==> src/rtl/stack_cmd_sequencer.sv <==
// Request sequencer in front of the 5-entry, 4-bit stack; checks legality and issues one command at a time.
// Latency: legal push/pop/get responds 2 edges after accept, nop/error 1 edge after accept.
// Backpressure: REQ_READY only in IDLE; the response is held until RSP_READY, and no new request is taken meanwhile.
module stack_cmd_sequencer #(
    parameter int DEPTH = 5,
    parameter int DW    = 4,
    parameter int IW    = 3
) (
    input  logic          i_clk,
    input  logic          i_rst_n,
    input  logic          i_req_valid,
    output logic          o_req_ready,
    input  logic [1:0]    i_req_op,
    input  logic [IW-1:0] i_req_index,
    input  logic [DW-1:0] i_req_data,
    output logic          o_rsp_valid,
    input  logic          i_rsp_ready,
    output logic [DW-1:0] o_rsp_data,
    output logic          o_rsp_err,
    output logic [1:0]    o_command,
    output logic [IW-1:0] o_index,
    output logic [DW-1:0] o_i_data,
    input  logic [DW-1:0] i_o_data,
    output logic [2:0]    o_count,
    output logic          o_full,
    output logic          o_empty
);

    localparam logic [1:0] OP_NOP  = 2'b00;
    localparam logic [1:0] OP_PUSH = 2'b01;
    localparam logic [1:0] OP_POP  = 2'b10;
    localparam logic [1:0] OP_GET  = 2'b11;

    localparam logic [2:0] COUNT_FULL = 3'(DEPTH);

    typedef enum logic [1:0] {
        S_IDLE  = 2'd0,
        S_ISSUE = 2'd1,
        S_RESP  = 2'd2
    } state_t;

    state_t        r_state;
    state_t        w_next_state;

    logic [2:0]    r_count;
    logic [1:0]    r_command;
    logic [IW-1:0] r_index;
    logic [DW-1:0] r_i_data;
    logic [DW-1:0] r_rsp_data;
    logic          r_rsp_err;

    logic          w_accept;
    logic          w_legal;
    logic          w_stack_op;

    assign w_accept   = i_req_valid && (r_state == S_IDLE);
    assign w_stack_op = (i_req_op != OP_NOP);

    // Legality of the offered request against the current occupancy
    always_comb begin
        w_legal = 1'b1;
        case (i_req_op)
            OP_PUSH: w_legal = (r_count != COUNT_FULL);
            OP_POP:  w_legal = (r_count != 3'd0);
            OP_GET:  w_legal = (i_req_index < r_count);
            default: w_legal = 1'b1;
        endcase
    end

    // State register
    always_ff @(posedge i_clk or negedge i_rst_n) begin
        if (!i_rst_n) begin
            r_state <= S_IDLE;
        end else begin
            r_state <= w_next_state;
        end
    end

    // Next-state: nops and rejected requests skip ISSUE entirely
    always_comb begin
        w_next_state = r_state;
        case (r_state)
            S_IDLE: begin
                if (w_accept) begin
                    w_next_state = (w_legal && w_stack_op) ? S_ISSUE : S_RESP;
                end
            end
            S_ISSUE: w_next_state = S_RESP;
            S_RESP: begin
                if (i_rsp_ready) begin
                    w_next_state = S_IDLE;
                end
            end
            default: w_next_state = S_IDLE;
        endcase
    end

    // Handshake outputs decoded from state
    always_comb begin
        o_req_ready = (r_state == S_IDLE);
        o_rsp_valid = (r_state == S_RESP);
    end

    // Datapath: stack command registers live only for the ISSUE cycle; occupancy and
    // the read result update on the edge leaving ISSUE. r_command doubles as the latched op.
    always_ff @(posedge i_clk or negedge i_rst_n) begin
        if (!i_rst_n) begin
            r_count    <= 3'd0;
            r_command  <= OP_NOP;
            r_index    <= '0;
            r_i_data   <= '0;
            r_rsp_data <= '0;
            r_rsp_err  <= 1'b0;
        end else begin
            case (r_state)
                S_IDLE: begin
                    if (w_accept) begin
                        r_rsp_data <= '0;
                        r_rsp_err  <= ~w_legal;
                        if (w_legal && w_stack_op) begin
                            r_command <= i_req_op;
                            r_index   <= (i_req_op == OP_GET)  ? i_req_index : '0;
                            r_i_data  <= (i_req_op == OP_PUSH) ? i_req_data  : '0;
                        end
                    end
                end
                S_ISSUE: begin
                    r_command <= OP_NOP;
                    r_index   <= '0;
                    r_i_data  <= '0;
                    if (r_command == OP_PUSH) begin
                        r_count <= r_count + 3'd1;
                    end else if (r_command == OP_POP) begin
                        r_count <= r_count - 3'd1;
                    end
                    if ((r_command == OP_POP) || (r_command == OP_GET)) begin
                        r_rsp_data <= i_o_data;
                    end
                end
                default: begin
                    r_command <= OP_NOP;
                end
            endcase
        end
    end

    assign o_command  = r_command;
    assign o_index    = r_index;
    assign o_i_data   = r_i_data;
    assign o_rsp_data = r_rsp_data;
    assign o_rsp_err  = r_rsp_err;
    assign o_count    = r_count;
    assign o_full     = (r_count == COUNT_FULL);
    assign o_empty    = (r_count == 3'd0);

endmodule

==> config.mk <==
export PLATFORM = sky130hd
export DESIGN_NAME = stack_cmd_sequencer
export DESIGN_NICKNAME = d
export VERILOG_FILES = /design/src/rtl/stack_cmd_sequencer.sv
export SDC_FILE = /design/constraint.sdc
export NUM_CORES = 1
export LEC_CHECK = 0
export CAP_MARGIN = 0
export CORE_MARGIN = 2
export CORE_UTILIZATION = 43
export DETAILED_ROUTE_END_ITERATION = 7
export GPL_TIMING_DRIVEN = 0
export PLACE_DENSITY_LB_ADDON = 0.12
export SKIP_CTS_REPAIR_TIMING = 1
export SYNTH_ARGS = -nofsm -noshare
export SYNTH_HDL_FRONTEND = slang
export SYNTH_SLANG_ARGS = --single-unit
export TNS_END_PERCENT = 50
==> constraint.sdc <==
create_clock -name i_clk -period 2.8 [get_ports i_clk]
set_clock_uncertainty 0.15 [all_clocks]
set_input_delay 0.7 -clock i_clk [delete_from_list [all_inputs] [get_ports i_clk]]
set_output_delay 0.7 -clock i_clk [all_outputs]
set_load 0.1 [all_outputs]
==> impl_metrics.tcl <==
set metrics [dict create \
    post_synth_most_frequent_cells "19 x sky130_fd_sc_hd__dfrtp_1, 10 x sky130_fd_sc_hd__inv_1, 7 x sky130_fd_sc_hd__a22o_1" \
    cap_violations 0 \
    finalMaxSlewViolations 0 \
    vias 884 \
    synth_ff_type "sky130_fd_sc_hd__dfrtp_1" \
    ctsLongestPathBuffers 2 \
    first_global_vias 870 \
    synth.mux.area_fraction 0 \
    dp.final_hpwl_um 1820 \
    total_clock_buffers_created_by_cts 3 \
    layout_min_cycle_time_ns 2.71 \
    mappedNetlistArea_mm2 0.00104 \
    synth-adder-area-share 0.0790 \
    cp.required_ns 1.95 \
    port-buffer-count 37 \
    finalHoldViolCount 0 \
    hold_path_class "flip-flop to flip-flop" \
    finish.net_count 160 \
    clk_latency_ns 0.29 \
    worst-endpoint-arrival_ns 1.86 \
    synthesis.area_per_instance_um2 11.0 \
    finalWirelength_um 2340 \
    setup.worst_path.class "flip-flop to primary output" \
    crit_chain "clkdlybuf4s50_1" \
    initial_antenna_violation_count 0 \
    synth_edf_count 0 \
    first_pass_grt_wire_length_um 3930 \
    cts.sinks 19 \
    cpPeakStageDelay_ns 1.15 \
    routabilityCongestion 0.864 \
    sum_of_overflow_across_all_layers_after_global_routing 0 \
    timing.critical_path.to_type "primary output" \
    setup_slack_ns 0.0950 \
    synthesis.instances 95 \
    gr-usage-all-layers 0.193 \
    tightest_slew_ns 0.984 \
    route.detailed.wl_per_inst_um 14.3 \
    post_synth_xor_area_fraction 0.0251 \
    fin_setup_tns_ns 0 \
    layout.area.seq_um2 479 \
    run_status "finished, final reports clean" \
    post-synth-top-area-cell "sky130_fd_sc_hd__dfrtp_1" \
    synth_warnings 0 \
    drive_above_1_share 0.140 \
    worst_path_maximum_fanout 4 \
    io-pin-count 38 \
    postSynth.asyncResetShare 1.00 \
    place_inst 160 \
    path_delay_family "buffers and inverters" \
    startpoint_type "flip-flop" \
    min_period_over_period 0.966 \
    fp.dieH_um 53.3 \
    post-place-ws_ns -0.0180 \
    antenna_cells_inserted 0 \
    design.die.area_mm2 0.00284 \
    syn2layout_area_growth_pct 44.0 \
    row_count 17 \
    setup_violations 0 \
    dr_pass1_iterations 4 \
    floorplan.initialDensity 0.463 \
    netlist_top_cells_area "sky130_fd_sc_hd__dfrtp_1 46%, sky130_fd_sc_hd__ha_1 6.0%, sky130_fd_sc_hd__a22o_1 5.9%, sky130_fd_sc_hd__inv_1 3.6%, sky130_fd_sc_hd__o21ai_0 2.9%" \
    seq_area_frac_synth 0.455 \
    synth_net_count 118 \
    cts_max_level 1 \
    synth_compound_area_frac 0.216 \
    finalNonFillerCells 164 \
    nFillCells 186 \
    cts_tree "yes" \
    slew_headroom 0.343 \
    largest_family_of_logic_cells_by_synthesized_area "compound AO/OA/AOI/OAI gates" \
    combined_area_of_the_multi_input_logic_cells_um2 538 \
    utilization 0.667 \
    core_area_mm2 0.00225 \
    clk_pin_slew_worst_paths_ns 0.11 \
    synth.distinct_cells 35 \
    drt.antenna.violating_nets 0 \
    critical_path.n_buffers_inverters 1 \
    drtIter0Drc 4 \
    max_freq_mhz 370 \
    route.detailed.drc 0 \
    synth_simple_gate_area_share 0.189 \
    yosys.cell_count.top_type "sky130_fd_sc_hd__dfrtp_1" \
    grt_max_degree 20 \
    root_buffer "sky130_fd_sc_hd__clkbuf_4" \
    route.detailed.vias_per_inst 5.39 \
    timing.critical_path.slowest_stage_cell "sky130_fd_sc_hd__clkdlybuf4s50_1" \
    die_x_um 53.3 \
    yosysTopAreaCellShare 0.455 \
    synth.ff_latch_count 19 \
]
==> area by class of cell <==
| cell class | instances | share of cell area |
|---|---|---|
| timing repair buffer | 37 | 0.258 |
| inverter | 10 | 0.0250 |
| multi-input combinational | 66 | 0.358 |
| sequential | 19 | 0.319 |
| clock buffer | 4 | 0.0175 |
| tap | 28 | 0.0233 |
==> registers in the layout, summed over array words and instances, names as in the netlist <==
name / flops
o_i_data: 4
o_rsp_data: 4
o_count: 3
o_index: 3
o_command: 2
r_state: 2
o_rsp_err: 1
==> final timing paths <==
check,from,slack (ns),end,depth (start not counted)
worst max-delay path,o_command[0]$_DFFE_PN0P_,0.09,o_command[0],1
worst min-delay path,o_rsp_err$_DFFE_PN0P_,0.35,o_rsp_err$_DFFE_PN0P_,2
worst max register to register,o_count[2]$_DFFE_PN0P_,0.64,o_command[1]$_DFFE_PN0P_,6
worst min register to register,o_rsp_err$_DFFE_PN0P_,0.35,o_rsp_err$_DFFE_PN0P_,2
max in group asynchronous,i_rst_n,1.21,o_count[0]$_DFFE_PN0P_,1
min in group asynchronous,i_rst_n,0.72,o_index[0]$_DFFE_PN0P_,1
==> layout by cell type, fill, tap and decap left out, types with 3 or more instances in the layout <==
cell type                          n
sky130_fd_sc_hd__dfrtp_2           3
sky130_fd_sc_hd__a22o_1            7
sky130_fd_sc_hd__nand2_1           5
sky130_fd_sc_hd__inv_1            10
sky130_fd_sc_hd__nor2b_1           3
sky130_fd_sc_hd__o21ai_0           6
sky130_fd_sc_hd__clkdlybuf4s50_1  30
sky130_fd_sc_hd__ha_1              5
sky130_fd_sc_hd__clkbuf_4          3
sky130_fd_sc_hd__nand3_1           4
sky130_fd_sc_hd__nor2_1            6
sky130_fd_sc_hd__dfrtp_1          16
sky130_fd_sc_hd__dlymetal6s2s_1    7
==> per-stage QoR <==
| stage | area [um^2] | hold WS (ns) |
|---|---|---|
| floorplan | 1050 | 0.254 |
| global placement | 1460 | 0.336 |
| detailed placement | 1460 | 0.323 |
| CTS | 1490 | 0.352 |
| global route | 1500 | 0.389 |
| finish | 1500 | 0.354 |
==> kinds of logic (layout without fill, tap and decap cells) <==
logic type,count (synthesis),count (layout)
simple gates,31,31
compound gates,26,26
flops,19,19
buf+inv,10,51
fa+ha+maj,6,6
xor+xnor,3,3
==> metal layers <==
| layer | part of all wire | global-route usage |
|---|---|---|
| met5 | 0 | 0 |
| met4 | 0.017 | 0.0983 |
| met3 | 0.041 | 0.0311 |
| met2 | 0.51 | 0.311 |
| met1 | 0.43 | 0.247 |
Power is not shown: default switching activity piles up to over one toggle a cycle in this logic, so the estimate is an artifact.
